===== src/rtl/adder_pkg.sv =====
// adder_pkg: shared widths, word type and carry-lookahead helpers
// for the registered datapath adder.
package adder_pkg;

  localparam int DATA_W  = 32;
  localparam int SLICE_W = 16;
  localparam int GRP_W   = 4;
  localparam int NGRP    = SLICE_W / GRP_W;

  typedef logic [DATA_W-1:0] word_t;

  // Group generate of a 4-bit lookahead block.
  function automatic logic cla4_g(
    input logic [GRP_W-1:0] g,
    input logic [GRP_W-1:0] p
  );
    return g[3]
         | (p[3] & g[2])
         | (p[3] & p[2] & g[1])
         | (p[3] & p[2] & p[1] & g[0]);
  endfunction

  // Group propagate of a 4-bit lookahead block.
  function automatic logic cla4_p(
    input logic [GRP_W-1:0] p
  );
    return &p;
  endfunction

endpackage


===== src/rtl/adder_slice.sv =====
// adder_slice: 16-bit carry-lookahead adder, four 4-bit groups.
// a, b, cin in; sum, cout and cmsb (carry into bit 15) out.
module adder_slice
  import adder_pkg::*;
(
  input  logic [SLICE_W-1:0] a,
  input  logic [SLICE_W-1:0] b,
  input  logic               cin,
  output logic [SLICE_W-1:0] sum,
  output logic               cout,
  output logic               cmsb
);

  logic [SLICE_W-1:0] g;
  logic [SLICE_W-1:0] p;
  logic [SLICE_W-1:0] c;
  logic [NGRP-1:0]    gg;
  logic [NGRP-1:0]    gp;
  logic [NGRP-1:0]    gc;

  assign g = a & b;
  assign p = a ^ b;

  for (genvar k = 0; k < NGRP; k++) begin : g_grp
    localparam int L = GRP_W * k;

    assign gg[k] = cla4_g(g[L+3:L], p[L+3:L]);
    assign gp[k] = cla4_p(p[L+3:L]);

    assign c[L]   = gc[k];
    assign c[L+1] = g[L]
                  | (p[L] & gc[k]);
    assign c[L+2] = g[L+1]
                  | (p[L+1] & g[L])
                  | (p[L+1] & p[L] & gc[k]);
    assign c[L+3] = g[L+2]
                  | (p[L+2] & g[L+1])
                  | (p[L+2] & p[L+1] & g[L])
                  | (p[L+2] & p[L+1] & p[L]
                     & gc[k]);
  end

  // Second-level lookahead across the four groups.
  assign gc[0] = cin;
  assign gc[1] = gg[0]
               | (gp[0] & cin);
  assign gc[2] = gg[1]
               | (gp[1] & gg[0])
               | (gp[1] & gp[0] & cin);
  assign gc[3] = gg[2]
               | (gp[2] & gg[1])
               | (gp[2] & gp[1] & gg[0])
               | (&gp[2:0] & cin);
  assign cout  = gg[3]
               | (gp[3] & gg[2])
               | (gp[3] & gp[2] & gg[1])
               | (&gp[3:1] & gg[0])
               | (&gp & cin);

  assign sum  = p ^ c;
  assign cmsb = c[SLICE_W-1];

endmodule


===== src/rtl/adder32.sv =====
// adder32: registered WIDTH-bit adder with carry, signed-overflow
// and zero flags; one-cycle latency, async active-high reset.
module adder32
  import adder_pkg::*;
#(
  parameter int WIDTH = DATA_W
) (
  input  logic             clk,
  input  logic             rst,
  input  logic [WIDTH-1:0] A,
  input  logic [WIDTH-1:0] B,
  output logic [WIDTH-1:0] C,
  output logic             cout,
  output logic             ovf,
  output logic             zero
);

  localparam int NS = WIDTH / SLICE_W;

  if (WIDTH % SLICE_W != 0 || WIDTH == 0) begin : g_bad_w
    $error("adder32: WIDTH must be a multiple of 16");
  end

  logic [WIDTH-1:0] s;
  logic [NS:0]      cc;
  logic [NS-1:0]    msbc;
  logic             cout_n;
  logic             ovf_n;
  logic             zero_n;

  assign cc[0] = 1'b0;

  for (genvar i = 0; i < NS; i++) begin : g_sl
    localparam int LO = SLICE_W * i;
    localparam int HI = LO + SLICE_W - 1;

    adder_slice u_sl (
      .a    (A[HI:LO]),
      .b    (B[HI:LO]),
      .cin  (cc[i]),
      .sum  (s[HI:LO]),
      .cout (cc[i+1]),
      .cmsb (msbc[i])
    );

    // The carry into a slice's top bit is recoverable from its
    // operand and sum bits; a disagreement means a broken chain.
    a_msbc : assert property (
      @(posedge clk) disable iff (rst)
      msbc[i] == (s[HI] ^ A[HI] ^ B[HI])
    );
  end

  // Signed overflow: carry into the MSB differs from carry out.
  assign cout_n = cc[NS];
  assign ovf_n  = msbc[NS-1] ^ cc[NS];
  assign zero_n = ~|s;

  always_ff @(posedge clk or posedge rst) begin
    if (rst) begin
      C    <= '0;
      cout <= 1'b0;
      ovf  <= 1'b0;
      zero <= 1'b1;
    end else begin
      C    <= s;
      cout <= cout_n;
      ovf  <= ovf_n;
      zero <= zero_n;
    end
  end

endmodule


===== config.mk =====
export PLATFORM = sky130hd
export DESIGN_NAME = adder32
export DESIGN_NICKNAME = d
export VERILOG_FILES = /design/src/rtl/adder_pkg.sv /design/src/rtl/adder_slice.sv /design/src/rtl/adder32.sv
export SDC_FILE = /design/constraint.sdc
export NUM_CORES = 1
export LEC_CHECK = 0
export ABC_AREA = 1
export CORE_MARGIN = 3
export CORE_UTILIZATION = 40
export CTS_BUF_LIST = sky130_fd_sc_hd__clkbuf_16
export CTS_CLUSTER_SIZE = 30
export DETAILED_ROUTE_END_ITERATION = 7
export PLACE_DENSITY = 0.7
export SETUP_SLACK_MARGIN = 0.3
export SLEW_MARGIN = 20
export SYNTH_ARGS = -nofsm -noshare
export SYNTH_HDL_FRONTEND = slang
export SYNTH_SLANG_ARGS = --single-unit
export TNS_END_PERCENT = 100

===== constraint.sdc =====
create_clock -name clk -period 1.28 [get_ports clk]
set_input_delay 0.256 -clock clk [delete_from_list [all_inputs] [get_ports clk]]
set_output_delay 0.256 -clock clk [all_outputs]
set_load 0.03 [all_outputs]

Word-level counts from Yosys, hierarchy flattened. Index checks and enable logic that the tools add are counted.

Memories kept: 0. Input port bits: 66. Latch bits: 0. Register bits: 35. Bits in writable memories: 0. Memory bits (read-only): 0.

Shift operators: 0. $mul: 0. Equality and inequality tests: 0. $lt $le $gt $ge: 0. Bitwise operators: 220. Mux-type cells: 0. Div/mod/pow operators: 0. Reduce and logical (&&, ||, !) cells: 13. Add/sub/neg operators: 0.

Operators by type and width (number): 1-bit AND (128); 1-bit OR (85); 16-bit XOR (4); 12-bit AND reduction (3); 16-bit AND (2); 32-bit OR reduction (1); 4-bit AND reduction (7); 16-bit AND reduction (1); 1-bit zero test (1); 1-bit XOR (1).

Longest topological paths before layout.
Depth after elaboration: 16. Mapped depth: 21. Depth with buffers taken out: 21.

Modules after synthesis. Synthesis repeated with hierarchy kept, for this count alone.

Cells, all modules: 317. Area, all modules: 2590.0 um2.

Modules (own cells, without submodules): adder32 (sequential area each 877.1 um2, instances 1, cells an instance 69, area an instance 1009.7 um2); adder_slice (g_sl[0].u_sl) (sequential area each 0.0 um2, instances 1, cells an instance 127, area an instance 813.3 um2); adder_slice (g_sl[1].u_sl) (sequential area each 0.0 um2, instances 1, cells an instance 121, area an instance 767.0 um2).

Least setup slack after synthesis. No wires, ideal clock.

Path kind: input-to-reg. From: input port A[3]. To: register zero. Buffers on the path: 0. Slack: -1.441 ns. Arrival: 2.654 ns. Stages on the path: 21. Required time: 1.213 ns. Cells stage by stage: ha_1 nand2_1 nand2_1 nor2_2 nand2_4 nand3_2 nand3_4 nand2_2 nand2_4 fa_1 nor3_1 nand3_1 nor2_1 nand2_1 nor3_1 nand2_1 nor2_1 nand3_1 nor2_1 nand3_1 nor2_1.

Elaborated cells between the ends (all ways): 68. Those cells by class: 66 x bitwise; 2 x reduce/logical.

RTL lines: start: declaration (RTL line adder32.sv:10) `input logic [WIDTH-1:0] A,`; 16-bit XOR (RTL line adder_slice.sv:22) `assign p = a ^ b;`; 1-bit AND, on equally long branches (RTL line adder_pkg.sv:18, adder_pkg.sv:19, adder_pkg.sv:20); 1-bit OR, or another cell as far along (RTL line adder_pkg.sv:18) `| (p[3] & g[2])`; 1-bit OR / 1-bit AND (equally long branches) (RTL line adder_pkg.sv:19, adder_pkg.sv:20); 1-bit OR * (RTL line adder_pkg.sv:20) `| (p[3] & p[2] & p[1] & g[0]);`; 1-bit AND * (RTL line adder_slice.sv:57) `| (&gp[3:1] & gg[0])`; 1-bit OR * (RTL line adder_slice.sv:57); 1-bit AND * (RTL line adder_slice.sv:46) `| (gp[0] & cin);`; 1-bit OR * (RTL line adder_slice.sv:46); 16-bit XOR * (RTL line adder_slice.sv:60) `assign sum = p ^ c;`; via g_sl[1].u_sl.sum[4] (RTL line adder_slice.sv:9) `output logic [SLICE_W-1:0] sum,`; 32-bit OR reduction * (RTL line adder32.sv:57) `assign zero_n = ~|s;`; 1-bit zero test * (RTL line adder32.sv:57); via zero_n (RTL line adder32.sv:29) `logic zero_n;`; end signal: assignment (RTL line adder32.sv:69) `zero <= zero_n;`; end: declaration (RTL line adder32.sv:15) `output logic zero`.

The timed path passes the listed nets; every way through them passes the cells marked *.

Worst setup path after layout.
From: input port A[13]. To: register zero.

Elaborated cells between the ends (all ways): 63. Those cells by class: 59 x bitwise; 4 x reduce/logical.

RTL lines: 16-bit AND / 16-bit XOR (equally long branches) (RTL line adder_slice.sv:21, adder_slice.sv:22); 1-bit AND, on equally long branches (RTL line adder_pkg.sv:19, adder_pkg.sv:20); 1-bit OR / 1-bit AND (equally long branches) (RTL line adder_pkg.sv:19, adder_pkg.sv:20); 1-bit OR (RTL line adder_pkg.sv:20); 1-bit OR (RTL line adder_slice.sv:55) `| (gp[3] & gg[2])`; 1-bit OR (RTL line adder_slice.sv:56) `| (gp[3] & gp[2] & gg[1])`; 1-bit OR * (RTL line adder_slice.sv:57); 1-bit AND * (RTL line adder_slice.sv:49) `| (gp[1] & gp[0] & cin);`; 1-bit OR * (RTL line adder_slice.sv:49); 16-bit XOR * (RTL line adder_slice.sv:60); via g_sl[1].u_sl.sum[8] (RTL line adder_slice.sv:9); 32-bit OR reduction * (RTL line adder32.sv:57); 1-bit zero test * (RTL line adder32.sv:57); via zero_n (RTL line adder32.sv:29).

Marks and branches as above.

==> metrics.md <==
| Metric | Value |
|---|---|
| Global Route met1 Usage | between 20 and 30% |
| Met2 Use GR | 48.8% |
| Final count of negative-setup-slack endpoints | 31 |
| Routed len/inst | between 20 and 25 um |
| Post-synth cell types | 29 |
| Remaining Overflow, GRT | 0 |
| Final Critical Period | between 3 and 4 ns |
| Crit end category | register |
| Avg Vias per Cell | 5.52 |
| CTS Buffer Depth | 2 |
| Core area | 6390 sq um |
| Sequential fraction of the synthesis area | roughly a third |
| Area of the mapped netlist | between 2000 and 3000 sq um |
| Avg Inst Size Synth | between 8 and 9 sq um |
| RSZ-0062 raised after global routing | true |
| Final hold vios | 0 |
| CTS tree | done |
| Top FF cell, synth | dfrtp_1 |
| Ports | roughly 100 |
| DRC | 0 |
| Non-filler cells, final | 629 |
| Cell Pwr Density | between 1000 and 1500 nW/um^2 |
| WP data required | roughly 1.5 ns |
| Worst Slack Setup Final | -1.89 ns |
| Nets@finish | 657 |
| Largest net degree at the start of global routing | 18 |
| Die W | 87.4 um |
| Synth Net Count | 430 |
| CTS Sinks | 35 |
| H-tree depth | 2 |
| Die Y | just under 90 um |
| Status | complete, but fails checks |
| Hold Buf Count CTS | 0 |
| GPL Wtd Cong | between 0.8 and 0.9 |
| Cells after Synth | approximately 320 |
| Final Max Tran Viols | 0 |
| First-pass GRT wire length | 15.4 mm |
| Die area | around 7600 sq um |
| Routed via count | 3472 |
| Worst min-delay path class | in -> reg |
| Drt first pass iters | 5 |
| Area delta synth->final | 122% |
| Post-route ant nets | 0 |
| Most Used Layer, Global Route | met2 |
| Fmax | about 320 MHz |
| Root buffer cell | clkbuf_16 |
| CTS Buf Count | 5 |
| Worst-Margin Slew | about 0.42 ns |
| Arrival time at the worst endpoint | about 3.4 ns |
| N_diodes | 0 |
| GRT Total Usage | 26.2% |
| Lkg Pwr | slightly below 3 nW |
| Number of synthesized flops with an enable pin | 0 |
| CTS clk-pin slew, worst paths | around 0.050 ns |
| M3 GR Usage | ~4.4% |
| Final wirelength | around 14 mm |
| Fraction of layout cells with a size suffix above 1 | 69.9% |
| Yosys top cell area share | between 30% and 40% |
| Antenna violations before repair | 0 |
| Rows | 29 |
| Vias in the first global route | about 3400 |
| Failing checks | negative setup slack |
| Tcrit/Tclk final | 247% |
| Flops & latches, synth | 35 |
| Syn. warnings | 0 |
| Max Cap Violations | 0 |
| Cells after DPL | between 500 and 600 |
| # port buffers | 100 |
| Initial Util | roughly 41% |
| Slew headroom | roughly 72% |
| Peak VDD IR | roughly 1.3 mV |
| Asr flop ratio synth | 100% |
| CP Launch Type | input pin |
| Area contributors post-synth | dfrtp_1 (32%), ha_1 (15%), nand2_1 (12%) |
| Crit path max fanout | 4 |
| Dpl ws | -2.00 ns |
| HPWL Detailed | ~6.3 mm |
| CP Class | in -> reg |
| Area leader, netlist | dfrtp_1 |
| Initial DRC Count | ~230 |
==> synthesized netlist by cell type, types with 4 or more instances <==
cell      count
ha_1         32
dfrtp_1      34
nand2_1      85
nand2_4       4
nor2_2        4
nand3b_1      4
fa_1          8
nand4_1       4
inv_1        55
xnor2_1       5
nand3_1      16
nand3_2       4
nand2_2      12
xor2_1        6
nor2_1       20
a21oi_1      13
==> layout make-up <==
class	count	area, sq um
clock inverters	3	12.5
well taps	77	96.3
fillers	221	518
repair buffers	220	2070
flip-flops and latches	35	877
multi-input cells	233	2460
clock buffers	5	125
inverters	56	221
==> layer usage <==
layer,wire (um),up-vias
met5,0,-
met4,759,0
met3,1040,81
met2,7550,246
met1,4730,1662
li1,-,1483
==> kinds of logic after synthesis <==
kind of cell    synth area share (%)
xor+xnor                        3.64
simple gates                    29.1
compound gates                  5.01
flops                           33.1
buf+inv                         7.94
fa+ha+maj                       21.2
==> power breakdown <==
| part | switching (mW) | internal, mW |
|---|---|---|
| Combinational | 1.81 | 1.74 |
| Sequential | 0.131 | 1.32 |
| Clock | 0.470 | 0.703 |
==> state kept, by name, indices dropped and copies added (netlist names) <==
name,count
C,32
cout,1
ovf,1
zero,1
==> critical path, stage by stage <==
cell	delay, ns
buf_2	0.11
ha_4	0.27
nand2_2	0.08
nor2_4	0.20
nand3_2	0.19
nand3_4	0.22
nand2_2	0.09
nand2_2	0.09
fa_2	0.47
nor3_2	0.18
nand3_1	0.10
nor2_1	0.10
nand2_1	0.08
nor3_2	0.16
nand2_1	0.11
nor2_2	0.14
nand3_1	0.13
nor2_1	0.13
nand3_1	0.10
nor2_1	0.15
==> worst paths after layout <==
kind / startpoint / to / slack, ns / depth (start not counted)
max in group asynchronous: rst / C[9]$_DFF_PP0_ / 0.58 / 3
worst min-delay path: A[0] / C[0]$_DFF_PP0_ / 0.20 / 2
worst max-delay path: A[13] / zero$_DFF_PP1_ / -1.89 / 20
min in group asynchronous: rst / cout$_DFF_PP0_ / 0.30 / 2
==> cells in the final DEF, fill, tap and decap left out, drive strengths merged, types with 6 or more instances in the layout <==
cell,instances
dfrtp,34
fa,8
ha,32
nand3,21
a21oi,14
clkbuf,10
nand2,101
clkdlybuf4s50,9
buf,202
nor2,24
xor2,6
inv,56
==> stage by stage <==
| step | hold WS, ns | TNS, ns | util (%) | total power [mW] | cell area, sq um |
|---|---|---|---|---|---|
| after global routing | 0.205 | -18.98 | 91.9 | 6.36 | 5870 |
| after global placement | 0.584 | -30.41 | 70.0 | 3.77 | 4470 |
| final | 0.198 | -17.76 | 91.9 | 6.17 | 5870 |
| after CTS | 0.200 | -12.92 | 84.2 | 5.51 | 5380 |
| after floorplan | 0.203 | -9.02 | - | 2.62 | 2900 |
| after detailed placement | 0.589 | -31.88 | 70.0 | 3.82 | 4470 |
==> repair_timing <==
item | in CTS | in global routing
setup endpoints to repair | 69 | 68
gates resized for setup | 522 | 107
setup buffers | 42 | 17
pin swaps | 105 | 75
Note: power is estimated with default switching activity, not from simulation.
